<file path="src/rtl/hack_bus_sequencer_pkg.sv">
// Shared state encoding and default parameter values for the Hack bus sequencer.
package hack_bus_sequencer_pkg;

  localparam int DEF_NUM_CH            = 2;
  localparam int DEF_WORD_WIDTH        = 16;
  localparam int DEF_RAM_ADDRESS_WIDTH = 14;
  localparam int DEF_NUM_GPIO          = 4;
  localparam int DEF_GPIO_BASE         = 0;
  localparam int DEF_RESET_WAIT        = 2;
  localparam int DEF_TIMEOUT           = 255;

  typedef enum logic [2:0] {
    ST_INIT  = 3'd0,
    ST_ISSUE = 3'd1,
    ST_WAIT  = 3'd2,
    ST_HIGH  = 3'd3,
    ST_LOW   = 3'd4,
    ST_PAUSE = 3'd5
  } seq_state_e;

endpackage

</file>
<file path="src/rtl/hack_bus_channel_tracker.sv">
// Per-channel completion tracker: pending bit, busy-seen flag and timeout down-counter.
module hack_bus_channel_tracker
  import hack_bus_sequencer_pkg::*;
#(
  parameter int TIMEOUT = DEF_TIMEOUT
) (
  input  logic clk,
  input  logic reset,
  input  logic set,
  input  logic abort,
  input  logic busy,
  output logic done_next,
  output logic expire
);

  localparam int TW = (TIMEOUT > 1) ? $clog2(TIMEOUT) : 1;
  localparam logic [TW-1:0] TMO_LOAD = TW'(TIMEOUT - 1);

  logic          pending_q, pending_d;
  logic          seen_q, seen_d;
  logic [TW-1:0] tmo_q, tmo_d;
  logic          released;

  // A channel finishing on its last allowed clk counts as released, not timed out.
  assign released  = pending_q && seen_q && !busy;
  assign expire    = pending_q && !released && (tmo_q == '0);
  assign done_next = !pending_q || released;

  always_comb begin
    pending_d = pending_q;
    seen_d    = seen_q;
    tmo_d     = tmo_q;
    if (abort) begin
      pending_d = 1'b0;
      seen_d    = 1'b0;
    end else if (set) begin
      pending_d = 1'b1;
      seen_d    = 1'b0;
      tmo_d     = TMO_LOAD;
    end else if (pending_q) begin
      if (released) begin
        pending_d = 1'b0;
        seen_d    = 1'b0;
      end else begin
        if (busy) seen_d = 1'b1;
        if (tmo_q != '0) tmo_d = tmo_q - TW'(1);
      end
    end
  end

  always_ff @(posedge clk or posedge reset) begin
    if (reset) begin
      pending_q <= 1'b0;
      seen_q    <= 1'b0;
      tmo_q     <= TMO_LOAD;
    end else begin
      pending_q <= pending_d;
      seen_q    <= seen_d;
      tmo_q     <= tmo_d;
    end
  end

endmodule

</file>
<file path="src/rtl/hack_bus_sequencer.sv">
// Hack CPU clock/reset sequencer: gates each CPU cycle on SPI-SRAM channel completion
// and captures memory-mapped GPIO writes.
//
// state | meaning
// INIT  | CPU held in reset until every channel reports initialized
// ISSUE | one clk: request pulse to all channels (suppressed while CPU in reset)
// WAIT  | wait for all requested channels to finish, or time out
// HIGH  | one clk: hack_clk high, CPU commits, GPIO capture
// LOW   | one clk: hack_clk low, decide free-run or pause
// PAUSE | idle until run or a step pulse
module hack_bus_sequencer
  import hack_bus_sequencer_pkg::*;
#(
  parameter int NUM_CH            = DEF_NUM_CH,
  parameter int WORD_WIDTH        = DEF_WORD_WIDTH,
  parameter int RAM_ADDRESS_WIDTH = DEF_RAM_ADDRESS_WIDTH,
  parameter int NUM_GPIO          = DEF_NUM_GPIO,
  parameter int GPIO_BASE         = DEF_GPIO_BASE,
  parameter int RESET_WAIT        = DEF_RESET_WAIT,
  parameter int TIMEOUT           = DEF_TIMEOUT
) (
  input  logic                           clk,
  input  logic                           reset,
  input  logic                           run,
  input  logic                           step,
  input  logic [NUM_CH-1:0]              ch_busy,
  input  logic [NUM_CH-1:0]              ch_initialized,
  output logic [NUM_CH-1:0]              ch_request,
  input  logic [RAM_ADDRESS_WIDTH-1:0]   addressM,
  input  logic                           writeM,
  input  logic [WORD_WIDTH-1:0]          outM,
  output logic                           hack_clk,
  output logic                           hack_reset,
  output logic [NUM_GPIO*WORD_WIDTH-1:0] gpio_out,
  output logic [NUM_GPIO-1:0]            gpio_wstrobe,
  output logic [31:0]                    cycle_count,
  output logic                           timeout_err
);

  localparam int RW_W = (RESET_WAIT > 0) ? $clog2(RESET_WAIT + 1) : 1;
  localparam logic [RW_W-1:0] RW_LOAD = RW_W'(RESET_WAIT);

  seq_state_e                    state_q, state_d;
  logic [RW_W-1:0]               rw_q, rw_d;
  logic                          hack_clk_q, hack_clk_d;
  logic                          hack_reset_q, hack_reset_d;
  logic [NUM_CH-1:0]             ch_request_q, ch_request_d;
  logic [NUM_GPIO*WORD_WIDTH-1:0] gpio_q, gpio_d;
  logic [NUM_GPIO-1:0]           gpio_wstrobe_q, gpio_wstrobe_d;
  logic [31:0]                   cycle_count_q, cycle_count_d;
  logic                          timeout_err_q, timeout_err_d;

  logic [NUM_CH-1:0] ch_done_next;
  logic [NUM_CH-1:0] ch_expire;
  logic              go_init;
  logic              timeout_any;
  logic              trk_abort;
  logic [31:0]       addr_ext;
  logic [31:0]       gpio_off;
  logic              gpio_hit;
  logic              gpio_we;

  assign go_init     = (state_q != ST_INIT) && !(&ch_initialized);
  assign timeout_any = |ch_expire;
  assign trk_abort   = go_init || timeout_any;

  for (genvar g = 0; g < NUM_CH; g++) begin : g_trk
    hack_bus_channel_tracker #(
      .TIMEOUT (TIMEOUT)
    ) u_trk (
      .clk       (clk),
      .reset     (reset),
      .set       (ch_request_q[g]),
      .abort     (trk_abort),
      .busy      (ch_busy[g]),
      .done_next (ch_done_next[g]),
      .expire    (ch_expire[g])
    );
  end

  assign addr_ext = 32'(addressM);
  assign gpio_off = addr_ext - 32'(GPIO_BASE);
  assign gpio_hit = (addr_ext >= 32'(GPIO_BASE)) && (addr_ext < 32'(GPIO_BASE + NUM_GPIO));
  assign gpio_we  = (state_q == ST_HIGH) && !hack_reset_q && writeM && gpio_hit;

  always_comb begin
    state_d = state_q;
    case (state_q)
      ST_INIT:  if (&ch_initialized) state_d = ST_ISSUE;
      ST_ISSUE: state_d = ST_WAIT;
      ST_WAIT:  if (timeout_any || (&ch_done_next)) state_d = ST_HIGH;
      ST_HIGH:  state_d = ST_LOW;
      ST_LOW:   state_d = (run || hack_reset_q) ? ST_ISSUE : ST_PAUSE;
      ST_PAUSE: if (run || step) state_d = ST_ISSUE;
      default:  state_d = ST_INIT;
    endcase
    if (go_init) state_d = ST_INIT;

    rw_d = rw_q;
    if ((state_q == ST_INIT) || go_init) begin
      rw_d = RW_LOAD;
    end else if ((state_q == ST_HIGH) && (rw_q != '0)) begin
      rw_d = rw_q - RW_W'(1);
    end

    // Outputs are registered from the next state so they align with state_q.
    hack_reset_d = (state_d == ST_INIT) || (rw_d != '0);
    hack_clk_d   = (state_d == ST_HIGH);
    ch_request_d = ((state_d == ST_ISSUE) && !hack_reset_d) ? {NUM_CH{1'b1}} : '0;

    cycle_count_d = cycle_count_q;
    if (state_q == ST_HIGH) cycle_count_d = cycle_count_q + 32'd1;

    timeout_err_d = timeout_err_q | timeout_any;

    gpio_d         = gpio_q;
    gpio_wstrobe_d = '0;
    for (int i = 0; i < NUM_GPIO; i++) begin
      if (gpio_we && (gpio_off == 32'(i))) begin
        gpio_d[i*WORD_WIDTH +: WORD_WIDTH] = outM;
        gpio_wstrobe_d[i]                 = 1'b1;
      end
    end
  end

  always_ff @(posedge clk or posedge reset) begin
    if (reset) begin
      state_q        <= ST_INIT;
      rw_q           <= RW_LOAD;
      hack_clk_q     <= 1'b0;
      hack_reset_q   <= 1'b1;
      ch_request_q   <= '0;
      gpio_q         <= '0;
      gpio_wstrobe_q <= '0;
      cycle_count_q  <= '0;
      timeout_err_q  <= 1'b0;
    end else begin
      state_q        <= state_d;
      rw_q           <= rw_d;
      hack_clk_q     <= hack_clk_d;
      hack_reset_q   <= hack_reset_d;
      ch_request_q   <= ch_request_d;
      gpio_q         <= gpio_d;
      gpio_wstrobe_q <= gpio_wstrobe_d;
      cycle_count_q  <= cycle_count_d;
      timeout_err_q  <= timeout_err_d;
    end
  end

  assign hack_clk     = hack_clk_q;
  assign hack_reset   = hack_reset_q;
  assign ch_request   = ch_request_q;
  assign gpio_out     = gpio_q;
  assign gpio_wstrobe = gpio_wstrobe_q;
  assign cycle_count  = cycle_count_q;
  assign timeout_err  = timeout_err_q;

endmodule

</file>
<file path="config.mk">
export PLATFORM = sky130hd
export DESIGN_NAME = hack_bus_sequencer
export DESIGN_NICKNAME = d
export VERILOG_FILES = /design/src/rtl/hack_bus_sequencer_pkg.sv /design/src/rtl/hack_bus_channel_tracker.sv /design/src/rtl/hack_bus_sequencer.sv
export SDC_FILE = /design/constraint.sdc
export NUM_CORES = 1
export LEC_CHECK = 0
export ABC_AREA = 1
export CAP_MARGIN = 20
export CORE_MARGIN = 2
export CORE_UTILIZATION = 55
export CTS_CLUSTER_DIAMETER = 30
export DETAILED_ROUTE_END_ITERATION = 6
export GPL_TIMING_DRIVEN = 0
export PLACE_DENSITY = 0.86
export SYNTH_ARGS = -nofsm -noshare
export SYNTH_HDL_FRONTEND = slang
export SYNTH_SLANG_ARGS = --single-unit
</file>
<file path="constraint.sdc">
create_clock -name clk -period 9 [get_ports clk]
set_input_delay 1.35 -clock clk [delete_from_list [all_inputs] [get_ports clk]]
set_output_delay 1.35 -clock clk [all_outputs]
set_load 0.02 [all_outputs]
</file>
==> reports/results.tsv <==
metric	value	unit
clock_skew	0.00857	ns
multiInputGateArea	2560	sq um
gp_congestion	0.936	
antenna_found_initial	0	
worstSetupPathType	reg2out	
place_hpwl	11500	um
synthArstFlopShare	1.00	
synth_top_area_share	0.447	
start_util	0.558	
ir_drop	0.155	mV
root_buffer	clkbuf_16	
final-instance-count-excl-fill	1011	
p_leak	4.09	nW
drc	0	
drt-total-wl	15900	um
hold_depth	2	
finalCritPeriodShare	0.336	
yosysTopAreaCell	dfrtp_1	
clk-insertion-delay-late	0.41	ns
setup_tns	0	ns
synth-seq-area-share	0.514	
n_antenna_cell	0	
syn_avg_cell_area	9.13	sq um
num_rows	39	
dp.cells	979	
m1WireLength	6330	um
outcome	finished clean	
synth_edf_count	0	
reg2reg_depth	11	
final_layout_size_suffix_gt1_frac	0.182	
worstHoldStart	g_trk[1].u_trk.tmo_q[7]	
wire_per_inst	15.8	um
ys_ff_latch	129	
cts_setup_buffers	0	
synth.distinct_cells	35	
critical_path_required	7.65	ns
fin_crit	3.02	ns
pin_count	144	
die-area	12400	sq um
hold_viol_final	0	
whs	0.480	ns
max_slew.worst_pin.slew	0.614	ns
finalNetCount	900	
worst_setup_path_end_kind	primary output	
start_kind	flip-flop	
fin_area	8570	sq um
hold_buffers	0	
slew_violations	0	
r2r-end	g_trk[0].u_trk.tmo_q[0]	
slew_headroom	0.590	
fp.dieW	111	um
drt_iter0_drc	393	
yosysWarnings	0	
syn_nets	737	
met3_length	984	um
arrival	1.67	ns
cts.clk_slew.worst_paths	0.06	ns
dr.pass1.iters	5	
reg2reg_setup_slack	7.23	ns
grtUsageTotal	0.266	
wl_met2	8300	um
grt_max_degree	69	
max-clock-path-buffers	2	
power.density	209	nW/um^2
syn_to_final_growth	35.6	%
portBuffers	143	
cts_made_buffers	17	
antenna_left	0	
placed_area	7960	sq um
cts_max_level	4	
reg2reg_from	g_trk[1].u_trk.tmo_q[1]	
max_freq	331	MHz
num_vias	5353	
cap_violations	0	
fillers	737	
rsz0062_at_grt	no	
hp-class	reg2reg	
setup_violations	0	
yosys-top-cells-count	nand2_1, dfrtp_1, inv_1	
dr.max_layer_used	met4	
synth_cells	692	
cts_tree	built	
vias_per_cell	5.29	
critPathMaxFanout	8	
globalRouteOverflowTotal	0	
post_cts_resized	0	
die_h	111	um
synth_area	6320	sq um
grt_pass1_vias	5347	
grt_pass1_wl	26100	um
synthTopCellsByArea	dfrtp_1, nand2_1, o21ai_2, dfstp_2, inv_1	
register_area	3250	sq um
cts_sinks	129	
synth-main-ff-cell	dfrtp_1	
min_to	g_trk[1].u_trk.tmo_q[7]	
yosysMostFrequentCell	nand2_1	
coreArea	11300	sq um
## stage by stage
stage                     total power, mW  utilization  worst slack, ns
final                                1.79        0.757             5.98
after global routing                 1.87        0.757             5.92
after CTS                            1.79        0.757             5.96
after detailed placement             1.08        0.703             5.91
after global placement               1.05        0.701             2.68
after floorplan                     0.977            -             4.24
## sequential cells by signal (all words and copies together), names as in the netlist
register,flops
ch_request,1
cycle_count,32
g_trk.u_trk.pending_q,2
g_trk.u_trk.seen_q,2
g_trk.u_trk.tmo_q,16
gpio_out,64
gpio_wstrobe,4
hack_clk,1
hack_reset,1
rw_q,2
state_q,3
timeout_err,1
## routing by layer
layer,GRT usage,vias to the layer above
met5,0,-
met4,0.0889,0
met3,0.0590,30
met2,0.462,214
met1,0.330,2603
li1,-,2506
## cells in the final DEF (no fill, tap or decap), types with 5 or more instances in the layout
master           count
o21ai_2             59
dfstp_2             16
clkbuf_16           17
buf_6               15
nand3_1             21
nor3_1               9
inv_1               80
xnor2_1             17
nand2_1            183
nor2_1              71
xor2_1              20
dfrtp_1            113
clkinvlp_4           5
o21ai_1             21
nor2_2               8
nand4_1             12
clkdlybuf4s50_1    143
ha_1                 6
## cells by family after synthesis
kind of cell,count (synthesis),synth area share
adder cells (fa/ha/maj),6,0.0119
XOR/XNOR,37,0.0513
AND/OR/NAND/NOR,330,0.239
buffers and inverters,104,0.0810
flip-flops,129,0.514
AO/OA/AOI/OAI,86,0.103
## power breakdown
group          switching [mW]  internal (mW)  leakage, nW
sequential             0.0378          0.636         1.74
clock                   0.263          0.438        0.282
combinational           0.250          0.164         2.07
total                   0.550           1.24         4.09
## worst max path at each step
stage	endpoint	startpoint	cells past startpoint	slack, ns
CTS	ch_request[0]	ch_request[0]	2	5.96
global placement	cycle_count[10]	reset	2	2.68
global route	ch_request[0]	ch_request[0]	2	5.92
finish	ch_request[1]	ch_request[0]	2	5.98
detailed placement	gpio_out[33]	addressM[4]	9	5.91
floorplan	ch_request[0]	reset	1	4.24
## area by class of cell
cell class,instances,share of cell area
flip-flops and latches,129,0.379
multi-input cells,459,0.299
repair buffers,144,0.170
clock buffers,17,0.0496
inverters,86,0.0384
plain buffers,18,0.0219
clock inverters,15,0.0216
well taps,143,0.0209
## critical path, cell delays in order (launching register included)
cell             delay, ns
dfrtp_1               0.52
buf_4                 0.16
clkdlybuf4s50_1       0.59
No activity file was read; power rests on OpenSTA's default activity.
